--- src/rtl/ss_div_pkg.sv ---
// Shared types and sizing helpers for the iterative divider.
package ss_div_pkg;

    typedef enum logic [1:0] {
        IDLE = 2'd0,
        CALC = 2'd1,
        FIX  = 2'd2,
        DONE = 2'd3
    } state_t;

    localparam int DEF_SIZE_DATA  = 32;
    localparam int DEF_RADIX_BITS = 1;

    function automatic int calc_iters(input int size_data, input int radix_bits);
        return size_data / radix_bits;
    endfunction

    function automatic int calc_cnt_w(input int size_data, input int radix_bits);
        return $clog2(size_data / radix_bits + 1);
    endfunction

endpackage

--- src/rtl/ss_divider_iter_if.sv ---
// Request/response handshake bundle between a divider client and the divider.
interface ss_divider_iter_if
    import ss_div_pkg::*;
#(
    parameter int SIZE_DATA = DEF_SIZE_DATA
);
    logic                 req_valid;
    logic                 req_ready;
    logic                 req_signed;
    logic [SIZE_DATA-1:0] req_dividend;
    logic [SIZE_DATA-1:0] req_divisor;

    logic                 rsp_valid;
    logic                 rsp_ready;
    logic [SIZE_DATA-1:0] rsp_quotient;
    logic [SIZE_DATA-1:0] rsp_remainder;
    logic                 rsp_div_by_zero;
    logic                 rsp_overflow;

    modport slave (
        input  req_valid, req_signed, req_dividend, req_divisor, rsp_ready,
        output req_ready, rsp_valid, rsp_quotient, rsp_remainder, rsp_div_by_zero, rsp_overflow
    );

    modport master (
        output req_valid, req_signed, req_dividend, req_divisor, rsp_ready,
        input  req_ready, rsp_valid, rsp_quotient, rsp_remainder, rsp_div_by_zero, rsp_overflow
    );
endinterface

--- src/rtl/ss_div_step.sv ---
// One combinational restoring-division step on magnitudes.
module ss_div_step #(
    parameter int SIZE_DATA = 32
) (
    input  logic [SIZE_DATA-1:0] i_rem,
    input  logic [SIZE_DATA-1:0] i_divisor,
    input  logic                 i_bit,
    output logic [SIZE_DATA-1:0] o_rem,
    output logic                 o_qbit
);
    logic [SIZE_DATA:0] w_shifted;

    // The remainder is always below the divisor, so the subtracted value fits SIZE_DATA bits.
    assign w_shifted = {i_rem, i_bit};
    assign o_qbit    = (w_shifted >= {1'b0, i_divisor});
    assign o_rem     = o_qbit ? (w_shifted[SIZE_DATA-1:0] - i_divisor) : w_shifted[SIZE_DATA-1:0];
endmodule

--- src/rtl/ss_divider_iter.sv ---
// Iterative signed/unsigned divider, RADIX_BITS quotient bits per cycle, with flush and backpressure.
module ss_divider_iter
    import ss_div_pkg::*;
#(
    parameter int SIZE_DATA  = DEF_SIZE_DATA,
    parameter int RADIX_BITS = DEF_RADIX_BITS
) (
    input  logic               i_clk,
    input  logic               i_rst_n,
    input  logic               i_flush,
    ss_divider_iter_if.slave   bus
);
    localparam int                   N        = calc_iters(SIZE_DATA, RADIX_BITS);
    localparam int                   CNT_W    = calc_cnt_w(SIZE_DATA, RADIX_BITS);
    localparam logic [CNT_W-1:0]     CNT_LOAD = CNT_W'(N);
    localparam logic [CNT_W-1:0]     CNT_ONE  = CNT_W'(1);
    localparam logic [SIZE_DATA-1:0] MIN_VAL  = {1'b1, {(SIZE_DATA-1){1'b0}}};

    function automatic logic [SIZE_DATA-1:0] cond_neg(input logic neg, input logic [SIZE_DATA-1:0] v);
        return neg ? (~v + SIZE_DATA'(1)) : v;
    endfunction

    state_t                 r_state, w_next;
    logic                   w_ready, w_accept, w_zero, w_ovf_case;
    logic                   w_dvd_neg, w_dvs_neg;
    logic [SIZE_DATA-1:0]   w_dvd_mag, w_dvs_mag;
    logic [CNT_W-1:0]       r_cnt;
    logic [SIZE_DATA-1:0]   r_quo, r_dvs, r_rem;
    logic                   r_sign_q, r_sign_r;
    logic [SIZE_DATA-1:0]   r_quotient, r_remainder;
    logic                   r_dbz, r_ovf;
    logic [SIZE_DATA-1:0]   w_rem [RADIX_BITS+1];
    logic [RADIX_BITS-1:0]  w_qbits;

    assign w_zero     = (bus.req_divisor == '0);
    assign w_ovf_case = bus.req_signed && (bus.req_dividend == MIN_VAL) && (bus.req_divisor == '1);
    assign w_dvd_neg  = bus.req_signed & bus.req_dividend[SIZE_DATA-1];
    assign w_dvs_neg  = bus.req_signed & bus.req_divisor[SIZE_DATA-1];
    assign w_dvd_mag  = cond_neg(w_dvd_neg, bus.req_dividend);
    assign w_dvs_mag  = cond_neg(w_dvs_neg, bus.req_divisor);

    // Step k consumes dividend bit SIZE_DATA-1-k; earlier steps give more significant quotient bits.
    assign w_rem[0] = r_rem;
    for (genvar k = 0; k < RADIX_BITS; k++) begin : g_step
        ss_div_step #(.SIZE_DATA(SIZE_DATA)) u_step (
            .i_rem     (w_rem[k]),
            .i_divisor (r_dvs),
            .i_bit     (r_quo[SIZE_DATA-1-k]),
            .o_rem     (w_rem[k+1]),
            .o_qbit    (w_qbits[RADIX_BITS-1-k])
        );
    end

    always_ff @(posedge i_clk or negedge i_rst_n) begin
        if (!i_rst_n) r_state <= IDLE;
        else          r_state <= w_next;
    end

    always_comb begin
        w_ready  = ((r_state == IDLE) || ((r_state == DONE) && bus.rsp_ready)) && !i_flush;
        w_accept = bus.req_valid && w_ready;
        w_next   = r_state;
        if (i_flush) begin
            w_next = IDLE;
        end else if (w_accept) begin
            w_next = (w_zero || w_ovf_case) ? DONE : CALC;
        end else begin
            case (r_state)
                CALC:    if (r_cnt == CNT_ONE) w_next = FIX;
                FIX:     w_next = DONE;
                DONE:    if (bus.rsp_ready) w_next = IDLE;
                default: w_next = r_state;
            endcase
        end
    end

    // Iteration working registers carry no reset; they are always reloaded on accept.
    always_ff @(posedge i_clk) begin
        if (w_accept) begin
            r_quo    <= w_dvd_mag;
            r_dvs    <= w_dvs_mag;
            r_rem    <= '0;
            r_sign_q <= w_dvd_neg ^ w_dvs_neg;
            r_sign_r <= w_dvd_neg;
        end else if (r_state == CALC) begin
            r_rem <= w_rem[RADIX_BITS];
            r_quo <= {r_quo[SIZE_DATA-RADIX_BITS-1:0], w_qbits};
        end
    end

    always_ff @(posedge i_clk or negedge i_rst_n) begin
        if (!i_rst_n) begin
            r_cnt       <= '0;
            r_quotient  <= '0;
            r_remainder <= '0;
            r_dbz       <= 1'b0;
            r_ovf       <= 1'b0;
        end else if (w_accept) begin
            r_cnt <= CNT_LOAD;
            r_dbz <= w_zero;
            r_ovf <= w_ovf_case;
            if (w_zero) begin
                r_quotient  <= '1;
                r_remainder <= bus.req_dividend;
            end else if (w_ovf_case) begin
                r_quotient  <= MIN_VAL;
                r_remainder <= '0;
            end
        end else if (!i_flush) begin
            if (r_state == CALC) r_cnt <= r_cnt - CNT_ONE;
            if (r_state == FIX) begin
                r_quotient  <= cond_neg(r_sign_q, r_quo);
                r_remainder <= cond_neg(r_sign_r, r_rem);
            end
        end
    end

    assign bus.req_ready       = w_ready;
    assign bus.rsp_valid       = (r_state == DONE);
    assign bus.rsp_quotient    = r_quotient;
    assign bus.rsp_remainder   = r_remainder;
    assign bus.rsp_div_by_zero = r_dbz;
    assign bus.rsp_overflow    = r_ovf;
endmodule

--- src/flat_wrapper.sv ---
// flat-port wrapper written by rule: the top's interface ports become plain ports
module ss_divider_iter_flat import ss_div_pkg::*;
#(
    parameter int SIZE_DATA  = DEF_SIZE_DATA,
    parameter int RADIX_BITS = DEF_RADIX_BITS
)
  (i_clk, i_rst_n, i_flush, bus_req_valid, bus_req_signed, bus_req_dividend, bus_req_divisor, bus_rsp_ready, bus_req_ready, bus_rsp_valid, bus_rsp_quotient, bus_rsp_remainder, bus_rsp_div_by_zero, bus_rsp_overflow);
  ss_divider_iter_if #(.SIZE_DATA(SIZE_DATA)) bus_i ();
  input  logic i_clk;
  input  logic i_rst_n;
  input  logic i_flush;
  input wire logic [$bits(bus_i.req_valid)-1:0] bus_req_valid;
  input wire logic [$bits(bus_i.req_signed)-1:0] bus_req_signed;
  input wire logic [$bits(bus_i.req_dividend)-1:0] bus_req_dividend;
  input wire logic [$bits(bus_i.req_divisor)-1:0] bus_req_divisor;
  input wire logic [$bits(bus_i.rsp_ready)-1:0] bus_rsp_ready;
  output wire logic [$bits(bus_i.req_ready)-1:0] bus_req_ready;
  output wire logic [$bits(bus_i.rsp_valid)-1:0] bus_rsp_valid;
  output wire logic [$bits(bus_i.rsp_quotient)-1:0] bus_rsp_quotient;
  output wire logic [$bits(bus_i.rsp_remainder)-1:0] bus_rsp_remainder;
  output wire logic [$bits(bus_i.rsp_div_by_zero)-1:0] bus_rsp_div_by_zero;
  output wire logic [$bits(bus_i.rsp_overflow)-1:0] bus_rsp_overflow;
  assign bus_i.req_valid = bus_req_valid;
  assign bus_i.req_signed = bus_req_signed;
  assign bus_i.req_dividend = bus_req_dividend;
  assign bus_i.req_divisor = bus_req_divisor;
  assign bus_i.rsp_ready = bus_rsp_ready;
  assign bus_req_ready = bus_i.req_ready;
  assign bus_rsp_valid = bus_i.rsp_valid;
  assign bus_rsp_quotient = bus_i.rsp_quotient;
  assign bus_rsp_remainder = bus_i.rsp_remainder;
  assign bus_rsp_div_by_zero = bus_i.rsp_div_by_zero;
  assign bus_rsp_overflow = bus_i.rsp_overflow;
  ss_divider_iter #(.SIZE_DATA(SIZE_DATA), .RADIX_BITS(RADIX_BITS)) u_core (.i_clk(i_clk), .i_rst_n(i_rst_n), .i_flush(i_flush), .bus(bus_i));
endmodule
--- config.mk ---
export PLATFORM = sky130hd
export DESIGN_NAME = ss_divider_iter_flat
export DESIGN_NICKNAME = d
export VERILOG_FILES = /design/src/rtl/ss_div_pkg.sv /design/src/rtl/ss_divider_iter_if.sv /design/src/rtl/ss_div_step.sv /design/src/rtl/ss_divider_iter.sv /design/src/flat_wrapper.sv
export SDC_FILE = /design/constraint.sdc
export NUM_CORES = 1
export LEC_CHECK = 0
export ABC_AREA = 0
export CORE_MARGIN = 2
export CORE_UTILIZATION = 38
export CTS_CLUSTER_DIAMETER = 50
export DETAILED_ROUTE_END_ITERATION = 16
export DONT_BUFFER_PORTS = 1
export GPL_ROUTABILITY_DRIVEN = 1
export PLACE_DENSITY = 0.62
export SETUP_SLACK_MARGIN = 0.1
export SLEW_MARGIN = 0
export SYNTH_ARGS = -nofsm -noshare
export SYNTH_HDL_FRONTEND = slang
export SYNTH_SLANG_ARGS = --single-unit
--- constraint.sdc ---
create_clock -name i_clk -period 7.82 [get_ports i_clk]
set_input_delay 0.391 -clock i_clk [delete_from_list [all_inputs] [get_ports i_clk]]
set_output_delay 0.391 -clock i_clk [all_outputs]
set_load 0.05 [all_outputs]
==> results.py, run 1 <==
metrics = {
    "worst_hold_path": {
        "hold_start": "bus_req_divisor[0]",
        "holdPathStages": 0,
        "min_to": "u_core.r_dvs[0]",
        "worstHoldPathType": "primary input to flop",
    },
    "routing": {
        "drc": 0,
        "drtAntennaViolNets": 0,
        "first_pass_iters": 6,
        "avgRoutedWirePerCell_um": 18.3,
        "via_count": 9538,
        "vias_per_cell": 5.59,
        "wl_um": 31100,
        "drtIter0Drc": 710,
    },
    "clock_tree": {
        "path_clk_slew_ps": 80,
        "cts_hold_buf": 2,
        "cts_made_buffers": 17,
        "ctsResizeCount": 0,
        "post_cts_buffers": 0,
        "clockBufferDepth": 2,
        "clk_latency_ps": 430,
        "cts.htree.levels": 4,
        "cts.sinks": 172,
        "cts_tree": "built",
        "cts_root_buf": "clkbuf_16",
    },
    "place": {
        "place_area_mm2": 0.0119,
        "io_buffers": 0,
        "place_congestion": 0.917,
        "dp_hpwl_um": 23500,
    },
    "setup_path": {
        "worstPathArrival_ps": 5400,
        "r2r_cells": 12,
        "r2r_end": "u_core.bus.rsp_remainder[6]",
        "r2r_start": "u_core.r_state[1]",
        "critical_path_class": "flop to flop",
        "path_max_fanout": 88,
        "rrSetupSlack_ps": 2770,
        "required_ps": 8170,
        "cp-start-kind": "flop",
        "end_kind": "flop",
    },
    "logic_synthesis": {
        "async_flop_share_pct": 43.0,
        "ys_top_cells_by_area": "edfxtp_1 (17%), dfrtp_1 (16%), xnor2_1 (8.0%), a21oi_1 (7.4%), dfxtp_1 (5.5%)",
        "synth_top_area_cell": "edfxtp_1",
        "synth_edf_count": 66,
        "synth_area_mm2": 0.0116,
        "synth-seq-cells": 172,
        "synthFlopType": "dfrtp_1",
        "synth_nets": 1461,
        "ys_seq_area_share_pct": 38.6,
        "synth_top_area_share_pct": 17.1,
        "syn_avg_cell_area_um2": 8.62,
        "synthCells": 1345,
        "ys_warn_count": 0,
        "synth_cell_types": 65,
    },
    "run_status": {
        "status": "finished, final reports clean",
    },
    "final_layout": {
        "utilization_pct": 41.8,
        "drive_gt1_share_pct": 4.71,
        "fill_cells": 2982,
        "nets": 1418,
        "fin_area_mm2": 0.0125,
        "seqCellArea_mm2": 0.00447,
        "area_growth_pct": 7.66,
        "multi_input_area_mm2": 0.00661,
    },
    "global_route": {
        "grt_max_degree": 104,
        "overflow": 0,
        "track_usage_pct": 19.5,
        "antenna_found_initial": 2,
        "grt_pass1_wl_um": 49100,
        "grt_pass1_vias": 8992,
    },
    "floorplan": {
        "dieHeight_um": 179,
        "rows": 63,
        "start_util_pct": 38.8,
        "core_area_mm2": 0.0299,
        "dieArea_mm2": 0.0319,
        "die_w_um": 179,
        "io_pins": 138,
    },
    "timing": {
        "hold-worst-slack_ps": 61.6,
        "drv_slew": 0,
        "clock_skew_ps": 14.0,
        "rsz0062_at_grt": "no",
        "setup_tns_ps": 0,
        "min_period_ps": 5050,
        "fmax_ghz": 0.198,
        "post-route-period-util_pct": 64.6,
        "setup_viol": 0,
        "tightest_slew_ps": 1030,
        "final_hold_viol_count": 0,
        "slew_headroom_pct": 30.8,
    },
    "power_and_ir_drop": {
        "leakage_nw": 4.85,
        "ir_drop_mv": 0.182,
        "powerDensity_mw_per_mm2": 435,
    },
    "flow_run": {
        "drv_cap": 0,
    },
}
## cell usage after synthesis, types with 3 or more instances
cell       count
a21oi_1      171
nor2_1       146
o21ai_0      107
xnor2_1      106
nand2_1      101
dfrtp_1       74
edfxtp_1      66
inv_1         63
clkbuf_1      49
ha_1          45
xor2_1        44
dfxtp_1       32
o31ai_1       31
a22oi_1       29
mux2i_1       23
nor3_1        22
o41ai_1       20
nand3_1       19
nand4_1       17
a21o_1        16
buf_2         14
nor4_1        13
or4_1         11
nor2b_1       10
or3_1         10
nand2b_1       9
and3_1         8
buf_4          8
a31oi_1        7
and2_1         6
a211oi_1       5
a21boi_0       4
o21a_1         4
o21bai_1       4
a32oi_1        3
and4_1         3
nand3b_1       3
nor4_2         3
o2111ai_1      3
o211ai_1       3
## cells in the final DEF, fill, tap and decap left out, drive strengths merged, types with 14 or more instances in the layout
| cell type | n |
|---|---|
| nand3 | 19 |
| nor3 | 22 |
| a21oi | 171 |
| nand4 | 17 |
| edfxtp | 66 |
| o41ai | 21 |
| clkbuf | 17 |
| inv | 71 |
| xor2 | 44 |
| dfxtp | 32 |
| ha | 45 |
| a21o | 16 |
| xnor2 | 106 |
| nand2 | 101 |
| or4 | 14 |
| nor4 | 16 |
| a22oi | 30 |
| o21ai | 107 |
| nor2 | 146 |
| mux2i | 23 |
| o31ai | 31 |
| dfrtp | 74 |
## worst max-delay path, cell delays in order, from the launching register on
cell and delay [ps]:
dfrtp_1 430, ha_1 570, a21oi_1 140, nor2_1 810, nand2_4 370, nor4b_4 320
buf_4 580, nor2_1 200, a21oi_4 180, buf_4 360, buf_4 690, nor2_1 90
a21oi_1 160
## power breakdown
group / internal (W) / switching, W
Combinational: 0.000924 / 0.00131
Sequential: 0.00135 / 0.00101
Clock: 0.000425 / 0.000415
Total: 0.00270 / 0.00273
## metal layers
| metal | global-route usage, % | part of all wire [%] |
|---|---|---|
| met5 | 0 | 0 |
| met4 | 5.89 | 2.2 |
| met3 | 3.86 | 7.8 |
| met2 | 31.0 | 45 |
| met1 | 26.7 | 45 |
## area by class of cell
type / count / share of cell area, %
diodes: 1 / 0.0200
multi-input cells: 1037 / 52.9
inverters: 63 / 1.89
flip-flops and latches: 172 / 35.8
clock inverters: 15 / 1.18
clock buffers: 17 / 3.41
well taps: 390 / 3.91
repair buffers: 11 / 0.842
## cell families (layout without fill, tap and decap cells)
family,count (synthesis),after routing,synth area share (%)
xor gates and xnor gates,150,150,11.3
muxes,24,24,2.08
AOI/OAI and AO/OA,422,422,21.9
other,0,1,0
adders and majority gates,46,46,5.03
and+or+nand+nor,395,395,16.3
buffers and inverters,136,106,4.81
DFF,172,172,38.6
## flip-flops by register name (all words and copies together) (netlist names)
register / flops
u_core.bus.rsp_quotient: 32
u_core.bus.rsp_remainder: 32
u_core.r_dvs: 32
u_core.r_quo: 32
u_core.r_rem: 32
u_core.r_cnt: 6
u_core.r_state: 2
u_core.bus.rsp_div_by_zero: 1
u_core.bus.rsp_overflow: 1
u_core.r_sign_q: 1
u_core.r_sign_r: 1
## stage by stage
step	setup slack [ps]	cells	power [W]
2_1_floorplan	3650	1345	0.00402
3_3_place_gp	3010	1671	0.00455
3_5_place_dp	2780	1671	0.00458
4_1_cts	2790	1705	0.00545
5_1_grt	2400	1705	0.00584
6_report	2770	1706	0.00543
## how the worst max path moves through the flow
| stage | slack, ps | start | cells after the start | end |
|---|---|---|---|---|
| 6_report | 2770 | u_core.r_state[1] | 12 | u_core.bus.rsp_remainder[6] |
| 3_3_place_gp | 3010 | u_core.r_state[0] | 11 | u_core.bus.rsp_quotient[31] |
| 4_1_cts | 2790 | u_core.r_state[1] | 12 | u_core.bus.rsp_quotient[18] |
| 5_1_grt | 2400 | u_core.r_state[0] | 12 | u_core.bus.rsp_remainder[6] |
| 2_1_floorplan | 3650 | u_core.r_state[0] | 8 | u_core.r_quo[2] |
| 3_5_place_dp | 2780 | u_core.r_state[1] | 12 | u_core.bus.rsp_quotient[18] |
Note: power is estimated with default switching activity, not from simulation.
==> run 2, diff against run 1 <==
PLACE_DENSITY = 0.64   (was 0.62)
clock period = 4.1 ns   (was 7.82 ns; I/O delays follow)
==> run 2 against run 1 <==
- the flow now finishes with violations (hold timing)
- first-iteration DRC count rose by 14%
- worst setup slack lost 2000 ps
- combinational power rose by 97%
- cell count is 3.4% higher
- sequential power increased by 91%
- critical path depth decreased by 2
- non-clock buffer count rose by 59
- global-route usage grew 0.98 points
- wire length rose by 4.1%
- utilization up 2.2 points
- critical endpoint is now u_core.r_rem[26]
- highest routed layer unchanged
==> results.py, run 2 (same netlist as run 1, synthesis figures left out) <==
metrics = {
    "run_status": {
        "status": "finished with violations",
        "failed_checks": "hold timing",
    },
    "worst_hold_path": {
        "worstHoldPathType": "primary input to flop",
        "min_to": "u_core.bus.rsp_remainder[23]",
        "holdPathStages": 2,
        "hold_start": "bus_req_dividend[23]",
    },
    "setup_path": {
        "required_ps": 4460,
        "r2r_end": "u_core.r_rem[26]",
        "critical_path_class": "flop to flop",
        "crit_start": "u_core.r_rem[9]",
        "worstPathArrival_ps": 3660,
        "path_max_fanout": 24,
        "rrSetupSlack_ps": 800,
        "cp-start-kind": "flop",
        "r2r_start": "u_core.r_rem[9]",
        "end_kind": "flop",
        "r2r_cells": 10,
    },
    "floorplan": {
        "dieHeight_um": 179,
        "start_util_pct": 38.8,
        "io_pins": 138,
        "rows": 63,
        "die_w_um": 179,
        "dieArea_mm2": 0.0319,
        "core_area_mm2": 0.0299,
    },
    "clock_tree": {
        "clockBufferDepth": 2,
        "cts_tree": "built",
        "clk_latency_ps": 440,
        "cts_made_buffers": 17,
        "post_cts_buffers": 0,
        "path_clk_slew_ps": 70,
        "ctsResizeCount": 0,
        "cts.sinks": 172,
        "cts_root_buf": "clkbuf_16",
        "cts.htree.levels": 4,
    },
    "flow_run": {
        "drv_cap": 0,
    },
    "routing": {
        "vias_per_cell": 5.64,
        "first_pass_iters": 6,
        "wl_um": 32400,
        "drc": 0,
        "drtAntennaViolNets": 0,
        "drtIter0Drc": 806,
        "avgRoutedWirePerCell_um": 18.4,
        "via_count": 9944,
    },
    "power_and_ir_drop": {
        "powerDensity_mw_per_mm2": 809,
        "ir_drop_mv": 0.372,
        "leakage_nw": 5.13,
    },
    "timing": {
        "tightest_slew_ps": 972,
        "setup_viol": 0,
        "setup_slack_ps": 804,
        "setup_tns_ps": 0,
        "slew_headroom_pct": 35.2,
        "post-route-period-util_pct": 80.4,
        "clock_skew_ps": 21.3,
        "rsz0062_at_grt": "no",
        "final_hold_viol_count": 1,
        "min_period_ps": 3300,
        "hold-worst-slack_ps": -3.62,
        "fmax_ghz": 0.303,
        "drv_slew": 0,
    },
    "final_layout": {
        "layout_commonest_cell": "a21oi_1",
        "fill_cells": 2924,
        "final_cell_mix": "a21oi_1 (170), nor2_1 (146), o21ai_0 (107), xnor2_1 (106), nand2_1 (100)",
        "nets": 1477,
        "antenna_cells": 0,
        "area_growth_pct": 13.2,
        "drive_gt1_share_pct": 5.39,
    },
    "global_route": {
        "overflow": 0,
        "track_usage_pct": 20.4,
        "grt_pass1_vias": 9496,
        "grt_pass1_wl_um": 51400,
        "grt_max_degree": 75,
        "antenna_found_initial": 0,
    },
    "place": {
        "io_buffers": 0,
        "dp_hpwl_um": 24000,
        "place_ws_ps": 823,
        "place_congestion": 0.909,
    },
}
[run 2: cell count changes in the layout (fill, tap and decap cells not counted), sizes merged]
cell         before  now
diode             1    0
clkinvlp          1    2
buf              10   22
bufinv            0    2
dlygate4sd3       1   48
clkinv            6    3
[run 2: repair_timing]
item                                   in CTS  in global routing
endpoints found under the hold margin     122                  2
hold buffers                               47                  2
setup endpoints to repair                   0                  0
[run 2: how the worst max path moves through the flow]
stage	depth (start not counted)	slack [ps]	end
after floorplan	8	440	u_core.r_quo[0]
after global placement	10	880	u_core.r_rem[26]
after detailed placement	10	820	u_core.r_rem[26]
after CTS	10	800	u_core.r_rem[26]
after global routing	10	490	u_core.r_rem[25]
final	10	800	u_core.r_rem[26]
[run 2: final cells by class]
cell class                 count  area, um^2  share of cell area (%)
multi-input combinational   1037        6610                    50.3
inverter                      63         236                    1.80
tap                          390         488                    3.72
timing repair buffer          70         703                    5.35
sequential                   172        4470                    34.1
clock inverter                15         196                    1.50
clock buffer                  17         425                    3.24
[run 2: power breakdown]
group	switching [W]	internal [W]	leakage, nW	total (W)
combinational	0.00252	0.00187	3.11	0.00439
clock	0.000790	0.000934	0.298	0.00172
sequential	0.00193	0.00258	1.72	0.00451
[run 2: through the flow]
step	instances	power [W]	util (%)	cell area [um^2]
6_report	1764	0.0106	44.0	13100
5_1_grt	1764	0.0114	44.0	13100
4_1_cts	1762	0.0106	43.9	13100
3_5_place_dp	1683	0.00883	40.2	12000
3_3_place_gp	1683	0.00875	40.2	12000
2_1_floorplan	1345	0.00767	-	11600
[run 2: layer usage]
layer	track usage, %	routed length [um]	vias to the layer above
met4	6.71	881	0
met2	32.8	14800	390
met5	0	0	-
li1	-	-	4883
met1	28.1	14400	4628
met3	3.14	2250	43
[run 2: critical path, stage by stage, from the launching register on]
cell and delay [ps]:
dfxtp_1 380, ha_1 470, nand4_1 210, or4_1 560
o41ai_1 520, a211o_1 200, nor3_1 100, o31ai_4 120
buf_12 250, nand2_1 170, o221ai_1 220
==> run 3, diff against run 2 <==
PLACE_DENSITY = 0.62   (was 0.64)
clock period = 3.36 ns   (was 4.1 ns; I/O delays follow)
==> run 3 against run 2 <==
- the flow now finishes without violations
- clock power is 29% higher
- clock-buffer cell count is 1 higher
- total power is 27% higher
- cell count is 2.8% higher
- global-route usage is 0.96 points higher
- first-iteration DRC count is 0.25% higher
- combinational power is 35% higher
- non-clock buffer count is 49 higher
- critical path depth is 1 higher
- critical endpoint is now u_core.r_rem[14]
- largest cell class unchanged
==> results.py, run 3 (same netlist as run 1, synthesis figures left out) <==
metrics = {
    "setup_path": {
        "r2r_cells": 11,
        "worstPathArrival_ps": 3360,
        "critical_path_class": "flop to flop",
        "r2r_start": "u_core.r_dvs[8]",
        "end_kind": "flop",
        "crit_path_top_delay_cell": "or4_1",
        "cp_top_family": "simple AND/OR/NAND/NOR gates",
        "cp-start-kind": "flop",
        "path_max_fanout": 20,
        "critical_path_cell_count": 11,
        "cp_num_buf_inv": 2,
        "path_cells": "inv_1 -> ha_1 -> nand4_1 -> or4_1 -> o41ai_1 -> a211o_1 -> nor3_1 -> o31ai_4 -> buf_12 -> mux2i_1 -> a21oi_1",
        "rrSetupSlack_ps": 310,
        "cp_slowest_stage_delay_ps": 550,
        "required_ps": 3670,
        "r2r_end": "u_core.r_rem[14]",
    },
    "routing": {
        "via_count": 10300,
        "vias_per_cell": 5.70,
        "first_pass_iters": 5,
        "avgRoutedWirePerCell_um": 18.7,
        "drc": 0,
        "drtAntennaViolNets": 0,
        "wl_um": 34000,
        "drtIter0Drc": 808,
    },
    "worst_hold_path": {
        "min_to": "u_core.bus.rsp_remainder[14]",
        "holdPathStages": 2,
        "hold_start": "bus_req_dividend[14]",
        "worstHoldPathType": "primary input to flop",
    },
    "final_layout": {
        "utilization_pct": 45.6,
        "fill_cells": 2863,
        "drive_gt1_share_pct": 8.08,
        "antenna_cells": 0,
        "layout_commonest_cell": "a21oi_1",
        "final_cell_mix": "a21oi_1 (169), nor2_1 (145), o21ai_0 (107), xnor2_1 (106), nand2_1 (100)",
        "fin_area_mm2": 0.0136,
        "area_growth_pct": 17.3,
        "nets": 1526,
    },
    "run_status": {
        "status": "finished, final reports clean",
    },
    "power_and_ir_drop": {
        "intPower_w": 0.00696,
        "net-switching-power_w": 0.00654,
        "p_total_w": 0.0135,
        "leakage_nw": 5.39,
        "power_frac_seq_pct": 39.7,
        "clock_power_share_pct": 16.5,
        "ir_drop_mv": 0.446,
        "powerDensity_mw_per_mm2": 993,
        "p_sw_share_pct": 48.4,
        "comb_power_share_pct": 43.9,
    },
    "clock_tree": {
        "clockBufferDepth": 2,
        "cts.htree.levels": 4,
        "cts.sinks": 172,
        "path_clk_slew_ps": 70,
        "cts_made_buffers": 17,
        "clk_latency_ps": 430,
        "cts_tree": "built",
        "cts_root_buf": "clkbuf_16",
    },
    "global_route": {
        "grt_pass1_wl_um": 53400,
        "grt_max_degree": 75,
        "grt_pass1_vias": 9827,
        "track_usage_pct": 21.4,
        "antenna_found_initial": 0,
        "overflow": 0,
    },
    "timing": {
        "slew_headroom_pct": 35.8,
        "setup_tns_ps": 0,
        "rsz0062_at_grt": "no",
        "setup_viol": 0,
        "min_period_ps": 3050,
        "clock_skew_ps": 12.5,
        "post-route-period-util_pct": 90.9,
        "final_hold_viol_count": 0,
        "drv_slew": 0,
        "fmax_ghz": 0.328,
        "tightest_slew_ps": 962,
    },
    "place": {
        "dp_hpwl_um": 25100,
        "place_congestion": 0.911,
        "io_buffers": 0,
        "place_area_mm2": 0.0123,
    },
    "flow_run": {
        "drv_cap": 0,
    },
    "floorplan": {
        "start_util_pct": 38.8,
        "rows": 63,
        "die_w_um": 179,
        "dieArea_mm2": 0.0319,
        "io_pins": 138,
        "core_area_mm2": 0.0299,
        "dieHeight_um": 179,
    },
}
-- run 3: changes by cell type in the layout (fill, tap and decap cells not counted), moves of 2 or more --
| cell | before | now |
|---|---|---|
| buf_12 | 3 | 5 |
| bufinv_16 | 2 | 4 |
| buf_4 | 18 | 53 |
| dlygate4sd3_1 | 48 | 60 |
-- run 3: cell type report --
class	count	area (um^2)	area share [%]
multi-input combinational	1037	6630	48.7
sequential	172	4470	32.9
timing repair buffer	119	1130	8.27
tap	390	488	3.59
clock buffer	18	429	3.15
inverter	63	240	1.77
clock inverter	14	225	1.65
-- run 3: through the flow --
step / cells / worst slack (ps) / hold slack, ps
2_1_floorplan: 1345 / 216 / -128
5_1_grt: 1813 / 136 / 1.58
4_1_cts: 1810 / 279 / 0.454
3_5_place_dp: 1720 / 212 / -125
3_3_place_gp: 1720 / 252 / -125
6_report: 1813 / 307 / 3.12
-- run 3: worst register-to-register path, cell delays in order, from the launching register on --
cell	delay, ps
edfxtp_1	350
inv_1	70
ha_1	400
nand4_1	200
or4_1	550
o41ai_1	450
a211o_1	200
nor3_1	80
o31ai_4	90
buf_12	230
mux2i_1	240
a21oi_1	80
-- run 3: routing by layer --
metal	vias to the layer above	GRT usage [%]	routed length [um]
met5	-	0	0
met4	0	7.28	922
met3	59	4.39	2850
met2	398	33.8	15300
met1	4912	29.1	14900
li1	4972	-	-
-- run 3: power by group through the flow --
stage,sequential (W),clock (W),combinational (W)
after CTS,0.00535,0.00226,0.00589
after detailed placement,0.00540,0,0.00576
after global placement,0.00537,0,0.00568
after global routing,0.00547,0.00235,0.00660
after floorplan,0.00518,0,0.00418
final,0.00536,0.00222,0.00593
-- run 3: how the worst max path moves through the flow --
stage / start / end / slack (ps)
final: u_core.r_dvs[8] / u_core.r_rem[14] / 310
after global routing: u_core.r_dvs[10] / u_core.r_rem[30] / 140
after CTS: u_core.r_dvs[12] / u_core.r_rem[0] / 280
after detailed placement: bus_req_divisor[6] / u_core.bus.rsp_remainder[27] / 210
after global placement: bus_req_divisor[6] / u_core.bus.rsp_remainder[14] / 250
after floorplan: u_core.r_state[0] / u_core.r_quo[0] / 220
-- run 3: repair_timing --
action | 4_1_cts | 5_1_grt
endpoints found under the hold margin | 135 | 3
resized for setup | 0 | 3
hold buffers | 58 | 3
setup endpoints to repair | 0 | 28
setup buffers | 0 | 0
